--- src/rtl/fp_cmp_serial.sv ---
// fp_cmp_serial -- multi-cycle floating-point comparator.
//
// Compares two {sign, exp, man} operands. The unsigned {exp, man} magnitude
// fields are subtracted serially, LSB chunk first, CHUNK_W bits per cycle.
// The final borrow and an all-zero tracker give the magnitude ordering. That
// ordering is then combined with the signs, the NaN detection and the
// requested mode to form a single result flag.
//
// Ports
//   clk          rising-edge clock
//   reset        synchronous, active-high reset
//   in_valid     request strobe; accepted when in_ready is high
//   in_ready     high only while idle
//   a, b         operands {sign, exp[EXP_W], man[MAN_W]}
//   signed_mode  1: full signed ordering, 0: magnitude-only
//   done         one-cycle pulse; result flags are valid from this cycle on
//   a_big        A > B
//   b_big        B > A
//   equal        A == B
//   unordered    either operand is NaN
module fp_cmp_serial #(
  parameter int EXP_W   = 5,
  parameter int MAN_W   = 10,
  parameter int CHUNK_W = 4,
  localparam int W      = 1 + EXP_W + MAN_W,
  localparam int MAGW   = EXP_W + MAN_W,
  localparam int NCHUNK = (MAGW + CHUNK_W - 1) / CHUNK_W
) (
  input  logic         clk,
  input  logic         reset,
  input  logic         in_valid,
  output logic         in_ready,
  input  logic [W-1:0] a,
  input  logic [W-1:0] b,
  input  logic         signed_mode,
  output logic         done,
  output logic         a_big,
  output logic         b_big,
  output logic         equal,
  output logic         unordered
);

  localparam int PADW = NCHUNK * CHUNK_W;
  localparam int CNTW = (NCHUNK > 1) ? $clog2(NCHUNK) : 1;
  localparam logic [CNTW-1:0] LAST_CNT = CNTW'(NCHUNK - 1);

  // Result flag encoding: {a_big, b_big, equal, unordered}
  localparam logic [3:0] R_AB = 4'b1000;
  localparam logic [3:0] R_BB = 4'b0100;
  localparam logic [3:0] R_EQ = 4'b0010;
  localparam logic [3:0] R_UN = 4'b0001;

  typedef enum logic [1:0] {
    S_IDLE = 2'd0,
    S_RUN  = 2'd1,
    S_DONE = 2'd2
  } state_t;

  // Control state (reset)
  state_t          state_q, state_d;
  logic [CNTW-1:0] cnt_q, cnt_d;
  logic            borrow_q, borrow_d;
  logic            zero_q, zero_d;
  logic [3:0]      flags_q, flags_d;

  // Latched operand data (no reset)
  logic [PADW-1:0] ma_q, ma_d;
  logic [PADW-1:0] mb_q, mb_d;
  logic            sa_q, sa_d;
  logic            sb_q, sb_d;
  logic            smode_q, smode_d;
  logic            nan_a_q, nan_a_d;
  logic            nan_b_q, nan_b_d;
  logic            za_q, za_d;
  logic            zb_q, zb_d;

  // Combine magnitude ordering, signs, NaN and mode into one result flag.
  // Two negative operands invert the magnitude ordering; +0 and -0 are equal.
  function automatic logic [3:0] resolve(
    input logic mag_eq,
    input logic mag_lt,
    input logic smode,
    input logic sign_a,
    input logic sign_b,
    input logic nan_any,
    input logic both_zero
  );
    logic [3:0] r;
    r = R_EQ;
    if (nan_any)
      r = R_UN;
    else if (!smode || (!sign_a && !sign_b))
      r = mag_eq ? R_EQ : (mag_lt ? R_BB : R_AB);
    else if (both_zero)
      r = R_EQ;
    else if (sign_a != sign_b)
      r = sign_a ? R_BB : R_AB;
    else
      r = mag_eq ? R_EQ : (mag_lt ? R_AB : R_BB);
    return r;
  endfunction

  // Operand field decode at accept time; magnitudes are zero-padded to a
  // whole number of chunks so the top chunk needs no special case.
  logic [PADW-1:0] a_pad, b_pad;
  logic            a_nan, b_nan;

  always_comb begin
    a_pad = '0;
    b_pad = '0;
    a_pad[MAGW-1:0] = a[MAGW-1:0];
    b_pad[MAGW-1:0] = b[MAGW-1:0];
    a_nan = (&a[W-2 -: EXP_W]) && (|a[MAN_W-1:0]);
    b_nan = (&b[W-2 -: EXP_W]) && (|b[MAN_W-1:0]);
  end

  // Serial subtract of the current (lowest) chunk. The magnitude registers
  // shift right each RUN cycle, so the active chunk is always at bit 0.
  logic [CHUNK_W:0] diff;
  logic             fin_zero;

  always_comb begin
    diff     = {1'b0, ma_q[CHUNK_W-1:0]} - {1'b0, mb_q[CHUNK_W-1:0]}
               - (CHUNK_W+1)'(borrow_q);
    fin_zero = zero_q && (diff[CHUNK_W-1:0] == '0);
  end

  always_comb begin
    state_d  = state_q;
    cnt_d    = cnt_q;
    borrow_d = borrow_q;
    zero_d   = zero_q;
    flags_d  = flags_q;
    ma_d     = ma_q;
    mb_d     = mb_q;
    sa_d     = sa_q;
    sb_d     = sb_q;
    smode_d  = smode_q;
    nan_a_d  = nan_a_q;
    nan_b_d  = nan_b_q;
    za_d     = za_q;
    zb_d     = zb_q;

    unique case (state_q)
      S_IDLE: begin
        if (in_valid) begin
          state_d  = S_RUN;
          ma_d     = a_pad;
          mb_d     = b_pad;
          sa_d     = a[W-1];
          sb_d     = b[W-1];
          smode_d  = signed_mode;
          nan_a_d  = a_nan;
          nan_b_d  = b_nan;
          za_d     = (a[MAGW-1:0] == '0);
          zb_d     = (b[MAGW-1:0] == '0);
          borrow_d = 1'b0;
          zero_d   = 1'b1;
          cnt_d    = '0;
        end
      end
      S_RUN: begin
        ma_d     = ma_q >> CHUNK_W;
        mb_d     = mb_q >> CHUNK_W;
        borrow_d = diff[CHUNK_W];
        zero_d   = fin_zero;
        if (cnt_q == LAST_CNT) begin
          // Counter holds at its last value; it is cleared on the next accept.
          state_d = S_DONE;
          flags_d = resolve(fin_zero, diff[CHUNK_W], smode_q, sa_q, sb_q,
                            nan_a_q || nan_b_q, za_q && zb_q);
        end else begin
          cnt_d = cnt_q + CNTW'(1);
        end
      end
      S_DONE: state_d = S_IDLE;
      default: state_d = S_IDLE;
    endcase
  end

  always_ff @(posedge clk) begin
    if (reset) begin
      state_q  <= S_IDLE;
      cnt_q    <= '0;
      borrow_q <= 1'b0;
      zero_q   <= 1'b1;
      flags_q  <= 4'b0000;
    end else begin
      state_q  <= state_d;
      cnt_q    <= cnt_d;
      borrow_q <= borrow_d;
      zero_q   <= zero_d;
      flags_q  <= flags_d;
    end
  end

  always_ff @(posedge clk) begin
    ma_q    <= ma_d;
    mb_q    <= mb_d;
    sa_q    <= sa_d;
    sb_q    <= sb_d;
    smode_q <= smode_d;
    nan_a_q <= nan_a_d;
    nan_b_q <= nan_b_d;
    za_q    <= za_d;
    zb_q    <= zb_d;
  end

  assign in_ready  = (state_q == S_IDLE);
  assign done      = (state_q == S_DONE);
  assign a_big     = flags_q[3];
  assign b_big     = flags_q[2];
  assign equal     = flags_q[1];
  assign unordered = flags_q[0];

endmodule

--- config.mk ---
export PLATFORM = sky130hd
export DESIGN_NAME = fp_cmp_serial
export DESIGN_NICKNAME = d
export VERILOG_FILES = /design/src/rtl/fp_cmp_serial.sv
export SDC_FILE = /design/constraint.sdc
export NUM_CORES = 1
export LEC_CHECK = 0
export CORE_AREA = 10 10 93 95
export CTS_CLUSTER_DIAMETER = 120
export DETAILED_ROUTE_END_ITERATION = 8
export DIE_AREA = 0 0 103 105
export DONT_BUFFER_PORTS = 1
export GPL_TIMING_DRIVEN = 0
export PLACE_DENSITY = 0.51
export SLEW_MARGIN = 25
export SYNTH_ARGS = -nofsm -noshare
export SYNTH_HDL_FRONTEND = slang
export SYNTH_SLANG_ARGS = --single-unit
--- constraint.sdc ---
create_clock -name clk -period 2.2 [get_ports clk]
set_input_delay 0.22 -clock clk [delete_from_list [all_inputs] [get_ports clk]]
set_output_delay 0.22 -clock clk [all_outputs]
set_load 0.05 [all_outputs]
=== After elaboration in Yosys (flattened, before gate mapping) ===
Cells that the tools add are included.

* Register bits after elaboration: 49
* Input bits: 36

* $add $sub $neg: 3
* Equal/unequal tests: 7
* Muxes and demuxes: 23
* Reduce and logical (&&, ||, !) cells: 24

{| class="wikitable"
|+ Operators by type and width
! cell !! count
|-
| one-hot mux 16 bit (2 select lines) || 2
|-
| 2-to-1 mux 4 bit || 9
|-
| 2-to-1 mux 16 bit || 2
|-
| logical NOT 15 bit || 2
|-
| OR reduction 10 bit || 2
|-
| AND reduction 5 bit || 2
|-
| 2-to-1 mux 2 bit || 4
|-
| one-hot mux 2 bit (2 select lines) || 2
|-
| AND reduction 2 bit || 4
|-
| != test 2 bit (second input constant) || 3
|-
| logical AND 1 bit || 5
|-
| subtractor 4 x 4 -> 5 bit || 1
|-
| subtractor 5 x 1 -> 5 bit || 1
|-
| equality test 2 bit (second input constant) || 2
|-
| logical NOT 4 bit || 1
|-
| one-hot mux 1 bit (2 select lines) || 2
|-
| logical NOT 1 bit || 3
|-
| AND reduction 3 bit || 1
|-
| adder 2 x 1 -> 2 bit (second input constant) || 1
|-
| equality test 2 x 1 -> 1 bit (second input constant) || 1
|-
| logical NOT 2 bit || 1
|-
| logical OR 1 bit || 2
|-
| 2-to-1 mux 1 bit || 2
|-
| nonzero test 2 bit || 1
|-
| != test 1 bit || 1
|}

=== Longest topological paths before layout ===
Gate-level depths: netlist (run 1).

* Depth in word-level cells: 9
* Gate-level depth with buffers: 9

=== Least setup slack after synthesis (run 1) ===
Ideal clock, no wire load.

* Path type: flip-flop to flip-flop
* Start point: register ma_q[0]
* End point: register flags_q[2]
* Arrival: 2,094 ps
* Slack: -13 ps
* Cell stages (with the launch flop): 8
* Path buffers: 0
* Clock period less this slack: 2,213 ps
* Path through: edfxtp_1 > fa_1 > fa_1 > nand2b_1 > a21oi_1 > xnor2_1 > mux2i_1 > o21ai_2

* Longest elaborated chain between the ends: 9
* Elaborated cells between the ends (all ways): 12

{| class="wikitable"
|+ RTL lines
! item !! line !! source
|-
| from (decl) || 67 || <nowiki>logic [PADW-1:0] ma_q, ma_d;</nowiki>
|-
| from (signal assigned) || 198 || <nowiki>ma_q <= ma_d;</nowiki>
|-
| subtractor 4 x 4 -> 5 bit (*) || 123 || <nowiki>diff = {1'b0, ma_q[CHUNK_W-1:0]} - {1'b0, mb_q[CHUNK_W-1:0]}</nowiki>
|-
| subtractor 5 x 1 -> 5 bit (*) || 124 || <nowiki>- (CHUNK_W+1)'(borrow_q);</nowiki>
|-
| logical NOT 4 bit || 125 || <nowiki>fin_zero = zero_q && (diff[CHUNK_W-1:0] == '0);</nowiki>
|-
| logical AND 1 bit || 125 ||
|-
| 2-to-1 mux 4 bit || 99 || <nowiki>r = mag_eq ? R_EQ : (mag_lt ? R_AB : R_BB);</nowiki>
|-
| 2-to-1 mux 4 bit || 96 || <nowiki>else if (sign_a != sign_b)</nowiki>
|-
| 2-to-1 mux 4 bit || 94 || <nowiki>else if (both_zero)</nowiki>
|-
| 2-to-1 mux 4 bit (*) || 92 || <nowiki>else if (!smode || (!sign_a && !sign_b))</nowiki>
|-
| 2-to-1 mux 4 bit (*) || 90 || <nowiki>if (nan_any)</nowiki>
|-
| to (signal assigned) || 193 || <nowiki>flags_q <= flags_d;</nowiki>
|-
| to (decl) || 64 || <nowiki>logic [3:0] flags_q, flags_d;</nowiki>
|}

Every way passes the cells marked *; elsewhere a longest branch is shown, timed or not.
A chain may end at the register's enable or synchronous reset.

=== Worst setup path in the final report (run 1) ===
* Start point: register borrow_q
* End point: register flags_q[3]

* Longest elaborated chain between the ends: 8
* Elaborated cells between the ends (all ways): 11

{| class="wikitable"
|+ RTL lines
! item !! line !! source
|-
| from (decl) || 62 || <nowiki>logic borrow_q, borrow_d;</nowiki>
|-
| from (signal assigned) || 191 || <nowiki>borrow_q <= borrow_d;</nowiki>
|-
| subtractor 5 x 1 -> 5 bit (*) || 124 ||
|-
| logical NOT 4 bit || 125 ||
|-
| logical AND 1 bit || 125 ||
|-
| 2-to-1 mux 4 bit || 99 ||
|-
| 2-to-1 mux 4 bit || 96 ||
|-
| 2-to-1 mux 4 bit || 94 ||
|-
| 2-to-1 mux 4 bit (*) || 92 ||
|-
| 2-to-1 mux 4 bit (*) || 90 ||
|}

Marked as above.

==> results of run 1 <==
[state kept, by name (all words and copies together) (netlist names)]
register,flops
ma_q,15
smode_q,1
cnt_q,2
sa_q,1
sb_q,1
state_q,2
borrow_q,1
zero_q,1
mb_q,15
zb_q,1
flags_q,4
za_q,1
nan_b_q,1
nan_a_q,1
[cell families (layout without fill, tap and decap cells)]
kind of cell | Yosys count | in the layout
DFF | 47 | 47
xor gates and xnor gates | 4 | 4
muxes | 1 | 1
and+or+nand+nor | 127 | 127
AOI/OAI and AO/OA | 20 | 20
buffers and inverters | 19 | 31
adders and majority gates | 10 | 10
[report_power, final]
group	switching [mW]	internal, mW	total (mW)
Combinational	0.219	0.177	0.396
Sequential	0.0299	1.05	1.08
Clock	0.277	0.224	0.500
Total	0.525	1.45	1.98
[routing by layer]
metal  track usage, %  up-vias  wire length [um]
li1                 -      799                 -
met1             11.0      712              2100
met2             13.6       30              2220
met3             3.36        4               329
met4             2.78        0                41
met5                0        -                 0
[cells in the mapped netlist, types with 4 or more instances]
master    instances
dfxtp_1          10
edfxtp_1         37
inv_1            11
nor4_1            4
and2_1            9
nand2b_1          4
ha_1              8
clkbuf_1          7
nand2_1          72
a21oi_1           8
nor2_1           13
nor3_1            6
[area by class of cell]
cell class / count / area share (%)
repair buffers: 4 / 1.92
well taps: 80 / 3.85
flip-flops and latches: 47 / 50.4
plain buffers: 8 / 1.20
inverters: 11 / 1.59
multi-input cells: 162 / 37.9
clock inverters: 1 / 0.192
clock buffers: 7 / 2.93
[path summary, 6_finish.rpt]
kind / start / to / slack [ns] / depth (start not counted)
setup / recovery: borrow_q$_SDFFE_PP0P_ / flags_q[3]$_SDFFE_PP0P_ / -0.03 / 9
hold / removal: b[15] / sb_q$_DFFE_PP_ / 0.02 / 0
setup reg to reg: borrow_q$_SDFFE_PP0P_ / flags_q[3]$_SDFFE_PP0P_ / -0.03 / 9
hold reg to reg: borrow_q$_SDFFE_PP0P_ / borrow_q$_SDFFE_PP0P_ / 0.50 / 2
[stage by stage]
| step | area [um^2] | TNS (ns) | std cells | util, % | hold slack [ns] |
|---|---|---|---|---|---|
| after floorplan | 2310 | 0 | 228 | - | 0.319 |
| after global placement | 2410 | -0.259 | 308 | 35.6 | 0.319 |
| after detailed placement | 2440 | -0.299 | 309 | 36.1 | 0.319 |
| after CTS | 2570 | -0.101 | 319 | 38.0 | 0.0113 |
| after global routing | 2600 | -0.362 | 320 | 38.5 | 0.00561 |
| final | 2600 | -0.0533 | 320 | 38.5 | 0.0216 |
[timing repair]
action / 4_1_cts / 5_1_grt
setup buffers: 2 / 1
resized for setup: 10 / 6
pin swaps: 4 / 4
hold buffers: 0 / 0
endpoints found under the setup margin: 3 / 5
==> metrics.csv, run 1 <==
stage,metric,value,unit
critical_path,crit_family,adder cells,
route,ant_nets,0,
critical_path,slowest_stage,fa_2,
clock_tree,clk-insertion-delay-late,0.29,ns
place,io_buffers,0,
yosys,synth_area_leaders,"edfxtp_1 48%, nand2_1 12%, dfxtp_1 8.7%, ha_1 4.4%, and2_1 2.4%",
timing,fmax,448,MHz
critical_path,worstPathCellList,inv_2 -> fa_2 -> inv_2 -> ha_4 -> o21a_1 -> or3_4 -> a21oi_4 -> a31oi_1 -> o211a_1,
critical_path,cp_max_fo,4,
yosys,synthArstFlopShare,0,%
timing,finalCriticalPeriod,2.23,ns
yosys,synth-compound-area-share,5.55,%
route,viasPerCell,4.83,
yosys,synthXorXnorAreaFrac,1.52,%
yosys,ys_seq_area_share,57.0,%
critical_path,worstSetupPathType,reg2reg,
yosys,synth_edf_count,37,
clock_tree,cts_tree,yes,
status,violations,setup timing,
clock_tree,htree_levels,2,
yosys,ys_ff_latch,47,
floorplanning,initial_core_util,34.0,%
timing,clock_skew,0.00598,ns
yosys,synthFlopType,edfxtp_1,
route,firstDrtPassIters,4,
status,status,"complete, but fails checks",
route,wire_per_inst,14.7,um
critical_path,path_buf_inv,2,
critical_path,cp-start-kind,flip-flop,
floorplanning,placementRows,30,
worst_hold_path,hp-class,in2reg,
layout,diodes,0,
critical_path,required,2.39,ns
timing,period_share,101,%
place,place_worst_setup_slack,-0.124,ns
yosys,avgSynthCellArea,10.1,um^2
power_and_ir_drop,ir_drop,358,uV
layout,drive_above_1_share,12.5,%
floorplanning,die-area,10800,um^2
clock_tree,cts_max_path_buffers,2,
floorplanning,die_w,103,um
yosys,ys_warn_count,0,
route,wirelength,4690,um
floorplanning,ios,42,
yosys,syn_area,2300,um^2
timing,max_slew_margin,60.8,%
critical_path,endpoint_kind,flip-flop,
job,cap_violations,0,
yosys,synth-simple-area-share,26.2,%
power_and_ir_drop,power,1.98,mW
critical_path,cp.arrival,2.42,ns
power_and_ir_drop,power.leakage,1.08,nW
layout,final_net_count,285,
floorplanning,die-height,105,um
layout,area_delta_synth_final,13.2,%
layout,fill_cells,680,
clock_tree,cts_root_buf,clkbuf_8,
timing,rsz0062_at_grt,yes,
route,drtIter0Drc,100,
global_routing,grt_start_max_net_pins,19,
yosys,synthMuxAreaShare,0.435,%
yosys,yosysTopAreaCell,edfxtp_1,
layout,layout_commonest_cell,nand2_1,
clock_tree,clk_pin_slew,0.08,ns
power_and_ir_drop,power_density,760,nW/um^2
route,drc,0,
global_routing,grt_pass1_wl,7540,um
yosys,synth_top_family_by_area,simple AND/OR/NAND/NOR gates,
timing,drv_slew,0,
yosys,synthCells,228,
timing,worst_pin_slew,0.587,ns
layout,layout_common_cells,"72 x nand2_1, 37 x edfxtp_1, 11 x nor2_1",
place,place_congestion,0.756,
global_routing,grt_usage,8.79,%
timing,layout_setup_ws,-0.0303,ns
critical_path,cpMostUsedCell,inv_2,
global_routing,grt_pass1_vias,1533,
global_routing,grt_remaining_overflow,0,
critical_path,slowest_delay,0.57,ns
timing,setup-violations-final,2,
yosys,syn_nets,274,
yosys,synth.distinct_cells,40,
yosys,yosys.area.top_type_share,48.3,%
global_routing,antenna_found_initial,0,
clock_tree,numCtsBuffers,5,
yosys,synth_fa_ha_area_share,6.09,%
route,num_vias,1545,
clock_tree,clkSinkCount,47,
layout,multiInputGateArea,986,um^2
layout,ff_latch_area,1310,um^2
timing,hold_viol_final,0,
floorplanning,coreArea,6760,um^2
place,dp.final_hpwl,3640,um
No activity file was read; power rests on OpenSTA's default activity.
==> inputs of run 2 (changes only) <==
Settings changed: RECOVER_POWER set to 50.
==> metrics.csv, run 2 (same netlist as run 1, synthesis figures left out) <==
stage,metric,value,unit,change
global_routing,grt_start_max_net_pins,19,,unchanged
place,io_buffers,0,,unchanged
layout,diodes,0,,unchanged
floorplanning,coreArea,6760,um^2,unchanged
floorplanning,die-area,10800,um^2,unchanged
critical_path,cpMostUsedCell,inv_2,,unchanged
route,viasPerCell,4.86,,was 4.83
global_routing,grt_pass1_wl,7540,um,unchanged
worst_hold_path,worstHoldPathCells,0,,unchanged
power_and_ir_drop,ir_drop,358,uV,about the same
clock_tree,clk-insertion-delay-late,0.29,ns,about the same
timing,setup-violations-final,2,,unchanged
critical_path,slowest_delay,0.57,ns,about the same
critical_path,rrSetupSlack,-0.03,ns,about the same
clock_tree,cts_hold_buf,0,,unchanged
timing,hold_viol_final,0,,unchanged
worst_hold_path,worstHoldStart,b[15],,unchanged
global_routing,grt_pass1_vias,1533,,unchanged
floorplanning,placementRows,30,,unchanged
timing,whs,0.0225,ns,was 0.0216 ns
timing,finalCriticalPeriod,2.23,ns,about the same
layout,layout_common_cells,"72 x nand2_1, 37 x edfxtp_1, 12 x nor2_1",,"was 72 x nand2_1, 37 x edfxtp_1, 11 x nor2_1"
route,wire_per_inst,14.7,um,about the same
timing,fin_tns_setup,-0.0570,ns,was -0.0533 ns
job,cap_violations,0,,unchanged
timing,worst_pin_slew,0.942,ns,was 0.587 ns
layout,largestRegisters,"ma_q (15), mb_q (15), flags_q (4)",,unchanged
critical_path,r2r_start,borrow_q$_SDFFE_PP0P_,,unchanged
critical_path,slowest_stage,fa_2,,unchanged
power_and_ir_drop,power.leakage,1.04,nW,was 1.08 nW
route,drc,0,,unchanged
timing,fmax,448,MHz,about the same
critical_path,required,2.39,ns,about the same
critical_path,worstPathCellList,inv_2 -> fa_2 -> inv_2 -> ha_4 -> o21a_1 -> or3_4 -> a21oi_4 -> a31oi_1 -> o211a_1,,unchanged
timing,rsz0062_at_grt,yes,,unchanged
place,placedCellCount,309,,unchanged
layout,finalNonFillerCells,320,,unchanged
floorplanning,die-height,105,um,unchanged
layout,layout_commonest_cell,nand2_1,,unchanged
critical_path,r2r_cells,9,,unchanged
clock_tree,clkSinkCount,47,,unchanged
place,dp.final_hpwl,3640,um,unchanged
route,num_vias,1554,,was 1545
worst_hold_path,hp-class,in2reg,,unchanged
status,violations,setup timing,,unchanged
global_routing,antenna_found_initial,0,,unchanged
clock_tree,numCtsBuffers,5,,unchanged
global_routing,grt_usage,8.79,%,unchanged
clock_tree,clk_pin_slew,0.08,ns,about the same
layout,final_net_count,285,,unchanged
timing,max_slew_margin,37.0,%,was 60.8%
route,drtIter0Drc,98,,was 100
status,status,"complete, but fails checks",,unchanged
timing,period_share,102,%,was 101%
critical_path,rr_endpoint,flags_q[3]$_SDFFE_PP0P_,,unchanged
critical_path,cp-start-kind,flip-flop,,unchanged
timing,layout_setup_ws,-0.0337,ns,was -0.0303 ns
place,place_congestion,0.756,,unchanged
floorplanning,die_w,103,um,unchanged
critical_path,endpoint_kind,flip-flop,,unchanged
layout,drive_above_1_share,11.7,%,was 12.5%
layout,area_delta_synth_final,11.3,%,was 13.2%
worst_hold_path,min_to,sb_q$_DFFE_PP_,,unchanged
clock_tree,cts_root_buf,clkbuf_8,,unchanged
route,ant_nets,0,,unchanged
power_and_ir_drop,power_density,769,nW/um^2,was 760 nW/um^2
route,firstDrtPassIters,4,,unchanged
critical_path,worstSetupPathType,reg2reg,,unchanged
timing,drv_slew,0,,unchanged
clock_tree,cts_tree,yes,,unchanged
floorplanning,ios,42,,unchanged
route,wirelength,4720,um,was 4690 um
timing,clock_skew,0.00614,ns,was 0.00598 ns
clock_tree,htree_levels,2,,unchanged
critical_path,cp.arrival,2.42,ns,about the same
critical_path,cp_max_fo,4,,unchanged
floorplanning,initial_core_util,34.0,%,unchanged
global_routing,grt_remaining_overflow,0,,unchanged
clock_tree,cts_max_path_buffers,2,,unchanged
## run 2: cell types whose count changed in the layout (fill, tap and decap cells not counted)
cell      previous run  this run
buf_16               1         0
nand3b_1             0         1
nor2_1              11        12
nor2_4               1         0
clkbuf_2             0         1
nand3b_4             1         0
## run 2: power breakdown
group	internal, mW	switching [mW]	total, mW
logic	0.170	0.218	0.387
registers	1.05	0.0291	1.08
clock network	0.224	0.275	0.499
## run 2: repair_timing
action | in CTS | in global routing
gates resized for setup | 10 | 6
buffers inserted | 2 | 1
setup endpoints to repair | 3 | 5
pin swaps | 4 | 4
## run 2: layout make-up
type,count,area (um^2)
timing repair buffer,4,27.5
fill,686,4200
clock inverter,1,5.00
buffer,8,31.3
sequential,47,1310
clock buffer,7,76.3
inverter,11,41.3
tap,80,100
multi-input combinational,162,966
## run 2: routing by layer
layer / track usage (%) / share of wire (%) / up-vias
li1: - / - / 799
met1: 11.0 / 44 / 720
met2: 13.6 / 48 / 31
met3: 3.36 / 7.2 / 4
met4: 2.78 / 0.89 / 0
met5: 0 / 0 / -
## run 2: how the worst max path moves through the flow
stage	start	end	slack (ns)	cells after the start
floorplan	ma_q[0]$_DFFE_PP_	flags_q[2]$_SDFFE_PP0P_	0.03	7
global placement	borrow_q$_SDFFE_PP0P_	flags_q[2]$_SDFFE_PP0P_	-0.11	8
detailed placement	borrow_q$_SDFFE_PP0P_	flags_q[3]$_SDFFE_PP0P_	-0.12	8
CTS	ma_q[0]$_DFFE_PP_	flags_q[1]$_SDFFE_PP0P_	-0.05	8
global route	borrow_q$_SDFFE_PP0P_	flags_q[1]$_SDFFE_PP0P_	-0.12	9
finish	borrow_q$_SDFFE_PP0P_	flags_q[3]$_SDFFE_PP0P_	-0.03	9
## run 2: per-stage QoR
step                      power [mW]  setup WS (ns)  util [%]  cell area, um^2
after floorplan                 1.35         0.0338         -             2310
after global placement          1.42         -0.109      35.6             2410
after detailed placement        1.43         -0.124      36.1             2440
after CTS                       1.97        -0.0479      38.0             2570
after global routing            2.07         -0.120      37.9             2560
final                           1.97        -0.0337      37.9             2560
## run 2: worst max-delay path, delay by kind of cell (launching register included)
family	cells	cell delay, ns
simple gates	1	0.34
compound gates	4	0.65
fa+ha+maj	2	0.71
flops	1	0.34
buf+inv	2	0.09
==> inputs of run 3 (changes only) <==
Settings changed: CORE_AREA 10 10 93 95 to 2 2 85 87, DIE_AREA 0 0 103 105 to 0 0 87 89.
==> metrics.csv, run 3 (same netlist as run 1, synthesis figures left out) <==
stage,metric,value,unit,change
status,status,"complete, but fails checks",,unchanged
status,violations,setup timing,,unchanged
global_routing,grt_usage,12.7,%,was 8.79%
timing,fmax,450,MHz,was 448 MHz
power_and_ir_drop,power.leakage,1.04,nW,about the same
worst_hold_path,worstHoldStart,reset,,was b[15]
timing,whs,0.0945,ns,was 0.0225 ns
critical_path,required,2.44,ns,was 2.39 ns
critical_path,crit_family,adder cells,,unchanged
route,viasPerCell,4.88,,was 4.86
critical_path,slowest_stage,fa_2,,unchanged
clock_tree,cts_tree,yes,,unchanged
route,wirelength,4550,um,was 4720 um
timing,hold_viol_final,0,,unchanged
layout,drive_above_1_share,9.54,%,was 11.7%
layout,diodes,0,,unchanged
route,num_vias,1565,,was 1554
floorplanning,ios,42,,unchanged
floorplanning,placementRows,30,,unchanged
layout,utilization,38.4,%,was 37.9%
clock_tree,numCtsBuffers,5,,unchanged
global_routing,grt_pass1_wl,7380,um,was 7540 um
power_and_ir_drop,power_density,761,nW/um^2,was 769 nW/um^2
critical_path,endpoint_kind,flip-flop,,unchanged
layout,layout_common_cells,"72 x nand2_1, 37 x edfxtp_1, 12 x nor2_1",,unchanged
critical_path,path_buf_inv,1,,was 2
floorplanning,coreArea,6720,um^2,was 6760 um^2
route,firstDrtPassIters,4,,unchanged
global_routing,grt_remaining_overflow,0,,unchanged
critical_path,cp.arrival,2.46,ns,was 2.42 ns
layout,fill_cells,677,,was 686
critical_path,worstSetupPathType,reg2reg,,unchanged
timing,drv_slew,0,,unchanged
place,place_congestion,0.735,,was 0.756
timing,rsz0062_at_grt,yes,,unchanged
critical_path,worstPathCellList,fa_2 -> inv_2 -> ha_4 -> o21a_1 -> o21ai_1 -> a21oi_4 -> or3_1 -> o21ai_2,,was inv_2 -> fa_2 -> inv_2 -> ha_4 -> o21a_1 -> or3_4 -> a21oi_4 -> a31oi_1 -> o211a_1
clock_tree,clk-insertion-delay-late,0.30,ns,was 0.29 ns
power_and_ir_drop,p_comb_share,20.0,%,was 19.7%
worst_hold_path,hp-class,in2reg,,unchanged
power_and_ir_drop,pwr-share-clk,25.0,%,was 25.4%
critical_path,cp-start-kind,flip-flop,,unchanged
clock_tree,cts_max_path_buffers,2,,unchanged
timing,finalCriticalPeriod,2.22,ns,was 2.23 ns
timing,layout_setup_ws,-0.0228,ns,was -0.0337 ns
layout,layout_commonest_cell,nand2_1,,unchanged
clock_tree,cts_root_buf,clkbuf_8,,unchanged
power_and_ir_drop,power.switching,527,uW,was 522 uW
timing,fin_tns_setup,-0.0228,ns,was -0.0570 ns
floorplanning,die_w,87,um,was 103 um
timing,setup-violations-final,1,,was 2
route,drc,0,,unchanged
critical_path,rrSetupSlack,-0.02,ns,was -0.03 ns
floorplanning,initial_core_util,34.2,%,was 34.0%
critical_path,cp_max_fo,4,,unchanged
global_routing,grt_start_max_net_pins,19,,unchanged
route,wire_per_inst,14.2,um,was 14.7 um
floorplanning,die-area,7740,um^2,was 10800 um^2
place,dp.final_hpwl,3490,um,was 3640 um
timing,period_share,101,%,was 102%
floorplanning,die-height,89,um,was 105 um
job,cap_violations,0,,unchanged
place,io_buffers,0,,unchanged
layout,area_delta_synth_final,12.2,%,was 11.3%
power_and_ir_drop,p_int,1.44,mW,was 1.45 mW
global_routing,grt_pass1_vias,1571,,was 1533
power_and_ir_drop,ir_drop,263,uV,was 358 uV
timing,worst_pin_slew,0.922,ns,was 0.942 ns
clock_tree,clkSinkCount,47,,unchanged
route,ant_nets,0,,unchanged
critical_path,cp-startpoint,ma_q[0]$_DFFE_PP_,,was borrow_q$_SDFFE_PP0P_
route,drtIter0Drc,83,,was 98
timing,clock_skew,0.00593,ns,was 0.00614 ns
power_and_ir_drop,p_sw_share,26.8,%,was 26.5%
critical_path,slowest_delay,0.57,ns,about the same
power_and_ir_drop,p_seq_share,55.0,%,about the same
global_routing,antenna_found_initial,0,,unchanged
critical_path,r2r_start,ma_q[0]$_DFFE_PP_,,was borrow_q$_SDFFE_PP0P_
timing,max_slew_margin,38.3,%,was 37.0%
clock_tree,htree_levels,2,,unchanged
layout,final_net_count,286,,was 285
layout,largestRegisters,"ma_q (15), mb_q (15), flags_q (4)",,unchanged
clock_tree,clk_pin_slew,0.08,ns,about the same
[run 3: through the flow]
| step | setup WS, ns | area, um^2 | std cells | power [mW] |
|---|---|---|---|---|
| 3_3_place_gp | -0.114 | 2410 | 308 | 1.42 |
| 6_report | -0.0228 | 2580 | 321 | 1.96 |
| 2_1_floorplan | 0.0338 | 2310 | 228 | 1.35 |
| 4_1_cts | -0.0497 | 2550 | 318 | 1.96 |
| 5_1_grt | -0.127 | 2580 | 321 | 2.09 |
| 3_5_place_dp | -0.125 | 2440 | 309 | 1.43 |
[run 3: per-layer routing]
metal	vias to the layer above	global-route usage, %	wire, um
li1	801	-	-
met1	731	15.5	2000
met2	27	21.0	2260
met3	6	3.60	196
met4	0	5.82	91
met5	-	0	0
[run 3: cell type report]
| type | count | area (um^2) | area share, % |
|---|---|---|---|
| buffer | 8 | 31.3 | 1.21 |
| clock buffer | 6 | 72.6 | 2.81 |
| clock inverter | 2 | 7.51 | 0.291 |
| inverter | 11 | 41.3 | 1.60 |
| multi-input combinational | 162 | 975 | 37.8 |
| sequential | 47 | 1310 | 50.8 |
| tap | 80 | 100 | 3.88 |
| timing repair buffer | 5 | 42.5 | 1.65 |
[run 3: worst register-to-register path: stages (launching register included)]
cell and delay, ns:
edfxtp_1 0.41, fa_2 0.57, inv_2 0.05, ha_4 0.14, o21a_1 0.19, o21ai_1 0.22, a21oi_4 0.10, or3_1 0.38
o21ai_2 0.10
[run 3: worst paths after layout]
check	end	depth (start not counted)
setup / recovery	flags_q[2]$_SDFFE_PP0P_	8
hold / removal	flags_q[2]$_SDFFE_PP0P_	2
setup reg to reg	flags_q[2]$_SDFFE_PP0P_	8
hold reg to reg	borrow_q$_SDFFE_PP0P_	2
[run 3: what timing repair did]
action,CTS,global route
pin swaps,7,5
buffers inserted,1,0
hold buffers,0,3
endpoints found under the hold margin,0,3
endpoints found under the setup margin,3,6
resized for setup,7,8
[run 3: power groups by stage]
stage               Sequential, mW  Clock [mW]  Combinational [mW]
floorplan                     1.09           0               0.261
global placement              1.10           0               0.319
detailed placement            1.10           0               0.332
CTS                           1.08       0.510               0.365
global route                  1.09       0.555               0.443
finish                        1.08       0.491               0.392
